$ cat config.mk
export PLATFORM = sky130hd
export DESIGN_NAME = ma_stage_wbuf
export DESIGN_NICKNAME = d
export VERILOG_FILES = /design/src/rtl/ma_stage_wbuf.sv
export SDC_FILE = /design/constraint.sdc
export NUM_CORES = 1
export LEC_CHECK = 0
export CAP_MARGIN = 10
export CORE_ASPECT_RATIO = 0.8
export CORE_UTILIZATION = 48
export DETAILED_ROUTE_END_ITERATION = 6
export PLACE_DENSITY = 0.72
export SLEW_MARGIN = 5
export SYNTH_ARGS = -nofsm -noshare
export SYNTH_HDL_FRONTEND = slang
export SYNTH_SLANG_ARGS = --single-unit
$ cat constraint.sdc
create_clock -name clk -period 8.29 [get_ports clk]
set_input_delay 1.658 -clock clk [delete_from_list [all_inputs] [get_ports clk]]
set_output_delay 1.658 -clock clk [all_outputs]
set_load 0.05 [all_outputs]
$ cat src/rtl/ma_stage_wbuf.sv
// Memory-access stage between EX and WB with a store buffer drained to memory in the background.
// Define MA_WBUF_MERGE_EN to merge same-word stores into the youngest buffered entry.
module ma_stage_wbuf #(
    parameter int SB_DEPTH = 4,
    parameter int ADDR_W   = 32
) (
    input  logic                      clk,
    input  logic                      rst_p,
    input  logic                      flush,
    input  logic                      EX_ready,
    output logic                      MA_enable,
    input  logic                      WB_enable,
    output logic                      MA_ready,
    input  logic                      in_mem_read,
    input  logic                      in_mem_write,
    input  logic [6:0]                in_align_load,
    input  logic [4:0]                in_align_store,
    input  logic [ADDR_W-1:0]         in_addr,
    input  logic [31:0]               in_wdata,
    output logic                      mem_req,
    output logic                      mem_wr,
    output logic [ADDR_W-1:0]         mem_addr,
    output logic [2:0]                mem_size,
    output logic [3:0]                mem_wstrb,
    output logic [31:0]               mem_wdata,
    input  logic                      mem_gnt,
    output logic                      sb_empty,
    output logic [$clog2(SB_DEPTH):0] sb_count
);
    localparam int PTR_W = $clog2(SB_DEPTH);
    localparam int WA_W  = ADDR_W - 2;
    localparam logic [PTR_W:0] CNT_FULL = (PTR_W+1)'(SB_DEPTH);
    localparam logic [PTR_W:0] CNT_ONE  = (PTR_W+1)'(1);

    function automatic logic [3:0] st_strb(input logic [4:0] st, input logic [1:0] a);
        if (st[4])      return 4'b1111;
        else if (st[3]) return 4'b0001 << a;
        else if (st[2]) return a[1] ? 4'b1100 : 4'b0011;
        else if (st[1]) return {a == 2'd3, a[1], a != 2'd0, 1'b1};
        else if (st[0]) return {1'b1, a != 2'd3, !a[1], a == 2'd0};
        else            return 4'b0000;
    endfunction

    function automatic logic [31:0] st_data(input logic [4:0] st, input logic [1:0] a,
                                            input logic [31:0] rt);
        if (st[3])      return {24'h0, rt[7:0]} << {a, 3'b000};
        else if (st[2]) return a[1] ? {rt[15:0], 16'h0} : {16'h0, rt[15:0]};
        else if (st[1]) return rt >> {~a, 3'b000};
        else if (st[0]) return rt << {a, 3'b000};
        else            return rt;
    endfunction

    function automatic logic [2:0] st_size(input logic [4:0] st);
        if (st[3])      return 3'd1;
        else if (st[2]) return 3'd2;
        else            return 3'd4;
    endfunction

    function automatic logic [2:0] ld_size(input logic [6:0] ld);
        if (ld[5] || ld[4])      return 3'd1;
        else if (ld[3] || ld[2]) return 3'd2;
        else                     return 3'd4;
    endfunction

    logic              valid_q, valid_d, rd_q, wr_q;
    logic [6:0]        ld_q;
    logic [4:0]        st_q;
    logic [ADDR_W-1:0] addr_q;
    logic [31:0]       wdata_q;
    logic              lock_q, lock_d;
    logic [PTR_W-1:0]  head_q, head_d, tail_q, tail_d;
    logic [PTR_W:0]    count_q, count_d;
    logic [SB_DEPTH-1:0] ent_vld_q, ent_vld_d;
    logic [WA_W-1:0]   ent_wa_q   [SB_DEPTH];
    logic [3:0]        ent_strb_q [SB_DEPTH];
    logic [31:0]       ent_data_q [SB_DEPTH];
    logic [2:0]        ent_size_q [SB_DEPTH];

    logic [WA_W-1:0] op_wa;
    logic [3:0]      new_strb;
    logic [31:0]     new_data;
    logic [2:0]      new_size;
    logic conflict, load_want, sb_nempty, drain_sel, pop, merge_hit, full;
    logic st_go, ld_go, leave, push;

    assign op_wa    = addr_q[ADDR_W-1:2];
    assign new_strb = st_strb(st_q, addr_q[1:0]);
    assign new_data = st_data(st_q, addr_q[1:0], wdata_q);
    assign new_size = st_size(st_q);

    always_comb begin
        conflict = 1'b0;
        for (int i = 0; i < SB_DEPTH; i++) begin
            if (ent_vld_q[i] && (ent_wa_q[i] == op_wa)) conflict = 1'b1;
        end
    end

    // A drain that was offered and not yet granted keeps the port so the request stays stable.
    assign load_want = valid_q && rd_q && !conflict;
    assign sb_nempty = (count_q != '0);
    assign drain_sel = sb_nempty && (lock_q || !load_want);
    assign pop       = drain_sel && mem_gnt;
    assign full      = (count_q == CNT_FULL);

`ifdef MA_WBUF_MERGE_EN
    function automatic logic [31:0] byte_mask(input logic [3:0] s);
        return {{8{s[3]}}, {8{s[2]}}, {8{s[1]}}, {8{s[0]}}};
    endfunction

    // A narrow size survives only when one access already covers the other.
    function automatic logic [2:0] merge_size(input logic [3:0] old_s, input logic [3:0] new_s,
                                              input logic [2:0] old_z, input logic [2:0] new_z);
        if ((old_s | new_s) == old_s)      return old_z;
        else if ((old_s | new_s) == new_s) return new_z;
        else                               return 3'd4;
    endfunction

    logic [PTR_W-1:0] tail_last;
    assign tail_last = tail_q - PTR_W'(1);
    assign merge_hit = valid_q && wr_q && ent_vld_q[tail_last] && (ent_wa_q[tail_last] == op_wa)
                       && !(pop && (count_q == CNT_ONE));
`else
    assign merge_hit = 1'b0;
`endif

    assign st_go = valid_q && wr_q && (merge_hit || !full || pop);
    assign ld_go = load_want && !drain_sel && mem_gnt;

    always_comb begin
        MA_ready = 1'b0;
        if (valid_q) begin
            if (rd_q)      MA_ready = ld_go;
            else if (wr_q) MA_ready = st_go;
            else           MA_ready = 1'b1;
        end
    end

    assign leave     = MA_ready && WB_enable;
    assign push      = leave && wr_q && !merge_hit;
    assign MA_enable = !valid_q || leave;

    assign mem_req   = load_want || sb_nempty;
    assign mem_wr    = drain_sel;
    assign mem_addr  = drain_sel ? {ent_wa_q[head_q], 2'b00} : {op_wa, 2'b00};
    assign mem_size  = drain_sel ? ent_size_q[head_q] : ld_size(ld_q);
    assign mem_wstrb = drain_sel ? ent_strb_q[head_q] : 4'b0000;
    assign mem_wdata = drain_sel ? ent_data_q[head_q] : 32'h0;
    assign sb_empty  = !sb_nempty;
    assign sb_count  = count_q;

    always_comb begin
        valid_d = valid_q;
        if (leave) valid_d = 1'b0;
        if (MA_enable && EX_ready) valid_d = 1'b1;
        if (flush) valid_d = 1'b0;
        lock_d    = drain_sel && !mem_gnt;
        head_d    = pop  ? head_q + PTR_W'(1) : head_q;
        tail_d    = push ? tail_q + PTR_W'(1) : tail_q;
        count_d   = count_q;
        if (push && !pop)      count_d = count_q + CNT_ONE;
        else if (pop && !push) count_d = count_q - CNT_ONE;
        ent_vld_d = ent_vld_q;
        if (pop)  ent_vld_d[head_q] = 1'b0;
        if (push) ent_vld_d[tail_q] = 1'b1;
    end

    always_ff @(posedge clk) begin
        if (rst_p) begin
            valid_q   <= 1'b0;
            lock_q    <= 1'b0;
            head_q    <= '0;
            tail_q    <= '0;
            count_q   <= '0;
            ent_vld_q <= '0;
        end else begin
            valid_q   <= valid_d;
            lock_q    <= lock_d;
            head_q    <= head_d;
            tail_q    <= tail_d;
            count_q   <= count_d;
            ent_vld_q <= ent_vld_d;
        end
    end

    always_ff @(posedge clk) begin
        if (MA_enable && EX_ready) begin
            rd_q    <= in_mem_read;
            wr_q    <= in_mem_write;
            ld_q    <= in_align_load;
            st_q    <= in_align_store;
            addr_q  <= in_addr;
            wdata_q <= in_wdata;
        end
        if (push) begin
            ent_wa_q[tail_q]   <= op_wa;
            ent_strb_q[tail_q] <= new_strb;
            ent_data_q[tail_q] <= new_data;
            ent_size_q[tail_q] <= new_size;
        end
`ifdef MA_WBUF_MERGE_EN
        if (leave && merge_hit) begin
            ent_strb_q[tail_last] <= ent_strb_q[tail_last] | new_strb;
            ent_data_q[tail_last] <= (ent_data_q[tail_last] & ~byte_mask(new_strb))
                                     | (new_data & byte_mask(new_strb));
            ent_size_q[tail_last] <= merge_size(ent_strb_q[tail_last], new_strb,
                                                ent_size_q[tail_last], new_size);
        end
`endif
    end

endmodule

==> results of run 1 <==
[registers in the layout (all words and copies together) (netlist names), 4 cells and up, named ones only]
register and flops:
ent_data_q 128, st_q 5, ld_q 4, wdata_q 32
ent_strb_q 16, ent_size_q 12, ent_vld_q 4, ent_wa_q 120
addr_q 32
[logic make-up after synthesis]
logic type	Yosys count
AO/OA/AOI/OAI	139
XOR/XNOR	122
adder cells (fa/ha/maj)	10
buffers and inverters	96
flip-flops	366
multiplexers	122
other	1
AND/OR/NAND/NOR	216
[layout by cell type (no fill, tap or decap), types with 7 or more instances in the layout]
cell             count
a21oi_1             14
nor2_1              26
mux2_2              13
a22o_1              16
inv_1               14
o21ai_0             37
mux4_2              72
ha_1                 9
nand2b_1            11
nor2b_1             13
clkdlybuf4s50_1    157
mux2i_1              9
edfxtp_1           351
a222oi_1             7
nor4_1              15
clkbuf_1            11
buf_4               10
xnor2_1            117
and2_1              40
nand3_1             11
nand4_1             56
mux2_1              28
a221oi_1            10
clkbuf_16           39
dfxtp_1             13
nand2_1             20
a22oi_1             27
[Yosys cell counts (7+ instances only)]
cell type	number	area, sq um
mux2_1	28	315
mux4_2	72	1620
a221oi_1	10	87.6
mux2i_1	9	90.1
a222oi_1	7	70.1
and2_1	45	282
nand2_1	20	75.1
nor2b_1	13	81.3
clkbuf_1	39	146
a22o_1	16	140
a22oi_1	27	203
a21oi_1	14	70.1
nor2_1	26	97.6
o21ai_0	37	185
nand4_1	56	350
edfxtp_1	351	10500
dfxtp_1	15	300
nand3_1	11	55.1
ha_1	9	113
nor4_1	15	93.8
buf_2	33	165
xnor2_1	117	1020
mux2_2	13	146
nand2b_1	11	68.8
inv_1	14	52.6
[path summary, 6_finish.rpt]
| path | start | endpoint | slack [ns] | cells past startpoint |
|---|---|---|---|---|
| min | ent_vld_q[2] | ent_vld_q[2] | 0.54 | 2 |
| max reg2reg | addr_q[31] | ent_strb_q[1][2] | 4.08 | 8 |
| min reg2reg | ent_vld_q[2] | ent_vld_q[2] | 0.54 | 2 |
| max | addr_q[31] | mem_addr[5] | 1.82 | 9 |
[report_power, final]
group          switching (mW)  internal (mW)
logic                    1.39          0.811
registers               0.120           2.08
clock network           0.695           1.02
[critical path, cell delays in order (launching register included)]
cell	delay (ns)
edfxtp_1	0.53
xnor2_1	0.55
nand4_1	0.17
nor4_1	0.56
a22o_1	0.37
nor4_4	0.11
or2_4	0.28
inv_6	0.45
mux2_1	0.46
clkdlybuf4s50_1	0.73
[cell type report]
cell class                 instances  area [sq um]
multi-input combinational        611          5640
tap                              472           591
clock buffer                      53          1060
clock inverter                    14           174
inverter                          15          61.3
sequential                       366         10800
timing repair buffer             167          1650
fill                            2692         14700
[stage by stage]
stage                     hold WS [ns]  std cells
final                            0.537       1698
after global routing             0.565       1698
after CTS                        0.536       1698
after detailed placement         0.524       1631
after global placement           0.507       1631
after floorplan                  0.469       1073
[per-layer routing]
metal,part of all wire [%],global-route usage [%],vias up
met3,10,5.54,47
met5,0,0,-
met4,1.5,4.85,0
met2,42,32.2,499
li1,-,-,4481
met1,46,37.1,5129
==> results.tsv, run 1 <==
metric	value	unit
diode count	0	
dpl ws	2.48	ns
final hold vios	0	
overall power	6.11	mW
leakage power	6.21	nW
status	finished clean	
top_reg_cell synth	edfxtp_1	
# H-tree levels	2	
worst rel slew slack	22.1	%
Final Cycle Share	78.0	%
Longest Clk Path Bufs	3	
Synthesis Warnings	0	
final setup margin	1.82	ns
design area	0.0200	sq mm
Post-synth EDFFs	351	
Max Clock Freq	0.155	GHz
Power Dens Cells	305	mW/mm^2
Post-Synth XOR/XNOR Area	6.44	%
root buffer cell	clkbuf_16	
CTS Sinks	366	
Critical Path RT	6.63	ns
largest net degree at the start of global routing	76	
layout cell share with drive strength beyond 1	13.5	%
Post-DRT Antenna Nets	0	
drt drc	0	
iteration count of the initial detailed-routing pass	6	
crit start category	flop	
post-synthesis adder-cell area fraction	0.783	%
Synth Instances	1072	
IO buf count	157	
Async S/R FF share, synth	0	%
Pins Over Slew Limit	0	
average wire per standard cell	24.7	um
vias per cell	5.98	
Final setup viols	0	
post-cts resize count	0	
worst slew pin tran	1.17	ns
Initial Util	48.8	%
vias in the first global route	9603	
die area	0.0360	sq mm
Post-Place Cell Area	0.0188	sq mm
Iter 0 DRT Violations	1240	
Area Growth Syn to Fin	18.2	%
via count of the routed design	10200	
core area	0.0347	sq mm
skew final	0.0222	ns
Die Ht	170	um
clk_lat worst skew	0.54	ns
Setup Fix Bufs, Post-CTS	0	
first-pass GRT wire length	61400	um
Worst Path Arrival	4.81	ns
Crit Path Max Fanout	68	
initial antenna violation count	0	
post-route minimum period	6.47	ns
setup TNS	0	ns
Peak supply drop	0.225	mV
Final Util	57.6	%
Seq/Total Area, Yosys	64.0	%
die span in x	212	um
largest family of logic cells by synthesized area	multiplexers	
Routability Congestion	0.927	
CP endpoint kind	output port	
post-synthesis mux area share	12.8	%
hold bufs inserted after CTS	0	
RSZ-0062 raised after global routing	no	
TritonCTS Buffers	37	
Detailed Route WL	41900	um
post-synthesis register bit count	366	
num rows	61	
Yosys cell types	60	
CTS tree	done	
hpwl dp	27700	um
Post-Syn Area per Cell	15.8	sq um
Setup CP Type	flop to output port	
total gr overflow	0	
Clock transition at path regs	0.06	ns
Synth Cell Area	0.0169	sq mm
post-synthesis compound-gate area fraction	5.74	%
total global routing track utilization	23.3	%
Worst Hold Class	flop to flop	
io pins	163	
nets@finish	1292	
max_cap viols	0	
Post-Synth Simple-Gate Area	7.43	%
Note: power is estimated with default switching activity, not from simulation.
==> inputs of run 2 (changes only) <==
--- a/config.mk
+++ b/config.mk
@@ -9,7 +9,7 @@
 export CORE_ASPECT_RATIO = 0.8
 export CORE_UTILIZATION = 48
 export DETAILED_ROUTE_END_ITERATION = 6
-export PLACE_DENSITY = 0.72
+export PLACE_DENSITY = 0.74
 export SLEW_MARGIN = 5
 export SYNTH_ARGS = -nofsm -noshare
 export SYNTH_HDL_FRONTEND = slang
==> constraint.sdc (replaced) <==
create_clock -name clk -period 5.9 [get_ports clk]
set_input_delay 1.18 -clock clk [delete_from_list [all_inputs] [get_ports clk]]
set_output_delay 1.18 -clock clk [all_outputs]
set_load 0.05 [all_outputs]
==> run 2 against run 1 <==
Against the previous run:
- largest cell class unchanged
- critical endpoint is now mem_wdata[13]
- critical path depth up 1
- final cell count increased by 0.29%
- first-iteration DRC count down 14%
==> results.tsv, run 2 (same netlist as run 1, synthesis figures left out) <==
metric	value	unit	change
die span in x	212	um	unchanged
TritonCTS Buffers	38		+2.7%
Routability Congestion	0.941		+1.5%
hold bufs inserted after CTS	0		unchanged
Critical Path RT	4.72	ns	-1.91 ns
Longest Clk Path Bufs	3		unchanged
Area Growth Syn to Fin	18.2	%	about the same
Final Non-Filler Cells	1703		+0.29%
root buffer cell	clkbuf_16		
Setup CP Type	flop to output port		
commonest non-fill, non-tap cell in the layout	edfxtp_1		
Iter 0 DRT Violations	1065		-14%
total gr overflow	0		unchanged
leakage power	6.22	nW	about the same
setup TNS	0	ns	unchanged
hpwl dp	28900	um	+4.5%
CP peak stage delay	0.80	ns	+0.07 ns
num rows	61		unchanged
Worst path depth	10		+1
Peak supply drop	0.371	mV	+65%
worst path cell trace	xnor2_1, nand4_1, nor4_1, a22o_1, nor4_4, or2_4, inv_8, buf_4, and2_1, clkdlybuf4s50_1		
IO buf count	157		unchanged
Slowest-stage cell, CP	clkdlybuf4s50_1		
Clock transition at path regs	0.06	ns	about the same
# H-tree levels	2		unchanged
nets@finish	1302		+0.77%
Initial Util	48.8	%	unchanged
layout cell share with drive strength beyond 1	13.8	%	+0.27 points
max_cap viols	0		unchanged
Crit Path Max Fanout	54		-21%
Detailed Route WL	42700	um	+1.8%
status	finished clean		
Final setup viols	0		unchanged
Pins Over Slew Limit	0		unchanged
post-route minimum period	5.82	ns	
first-pass GRT wire length	62500	um	+1.8%
core area	0.0347	sq mm	unchanged
RSZ-0062 raised after global routing	no		
diode count	0		unchanged
via count of the routed design	10200		+0.45%
vias in the first global route	9807		+2.1%
CTS tree	done		
final hold vios	0		unchanged
crit start category	flop		
Final Cycle Share	98.6	%	
average wire per standard cell	25.1	um	+1.5%
Worst Hold Class	flop to flop		
Reg with most FFs	ent_data_q		
CTS Sinks	366		unchanged
io pins	163		unchanged
placed cells	1640		+0.55%
post-cts resize count	0		unchanged
hold depth	2		unchanged
Max Clock Freq	0.172	GHz	
commonest cells after routing, fill and taps aside	351 x edfxtp_1, 157 x clkdlybuf4s50_1, 115 x xnor2_1		
total global routing track utilization	23.8	%	+0.48 points
Die Ht	170	um	unchanged
Post-DRT Antenna Nets	0		unchanged
initial antenna violation count	0		unchanged
worst rel slew slack	18.0	%	-4.1 points
clk_lat worst skew	0.53	ns	about the same
vias per cell	5.99		+0.16%
kind of cell adding the most delay to the critical path	simple AND/OR/NAND/NOR gates		
Setup Fix Bufs, Post-CTS	0		unchanged
worst slew pin tran	1.22	ns	+0.0524 ns
Worst Path Arrival	4.64	ns	-0.17 ns
R2R cell count	12		+4
iteration count of the initial detailed-routing pass	6		unchanged
skew final	0.0268	ns	+0.00459 ns
Buf/Inv on CP	3		+1
largest net degree at the start of global routing	55		-28%
Top Registers	ent_data_q: 128 flops, ent_wa_q: 120 flops		
CP endpoint kind	output port		
drt drc	0		unchanged
max FFs per register	128		unchanged
Power Dens Cells	420	mW/mm^2	+38%
die area	0.0360	sq mm	unchanged
==> run 2: where the power goes <==
part / leakage, nW / switching, mW / internal (mW) / total [mW]
combinational: 2.33 / 1.99 / 1.17 / 3.16
clock: 0.538 / 0.950 / 1.22 / 2.17
sequential: 3.35 / 0.146 / 2.93 / 3.07
==> run 2: worst paths after layout <==
kind	start	slack [ns]	endpoint
worst max register to register	addr_q[8]	2.02	sb_count[2]
worst min register to register	ent_vld_q[0]	0.51	ent_vld_q[0]
worst max-delay path	addr_q[8]	0.08	mem_wdata[13]
worst min-delay path	ent_vld_q[0]	0.51	ent_vld_q[0]
==> run 2: metal layers <==
metal	vias to the layer above	wire, um	GRT usage (%)	part of all wire (%)
met5	-	0	0	0
met4	0	851	5.73	2.0
met3	64	4330	5.02	10
met2	499	18100	32.9	42
met1	5164	19400	37.9	45
li1	4475	-	-	-
==> run 2: stage by stage <==
stage	setup WS [ns]	hold slack [ns]	instance area, sq um	total power [mW]	util (%)
after global placement	0.698	0.502	18900	6.28	54.4
after floorplan	0.663	0.469	16900	5.33	-
after detailed placement	0.677	0.500	18900	6.30	54.4
after global routing	0.0626	0.557	20000	8.69	57.6
final	0.0800	0.511	20000	8.41	57.6
after CTS	0.103	0.509	20000	8.47	57.6
==> run 2: worst min-delay path, cell delays in order, from the launching register on <==
cell and delay (ns):
dfxtp_1 0.33, nand2b_1 0.07, o2bb2ai_1 0.06
==> run 2: final cells by class <==
type	instances	area [sq um]
fillers	2621	14700
flip-flops and latches	366	10800
multi-input cells	611	5660
repair buffers	176	1760
clock buffers	47	985
well taps	472	591
clock inverters	16	108
inverters	15	63.8
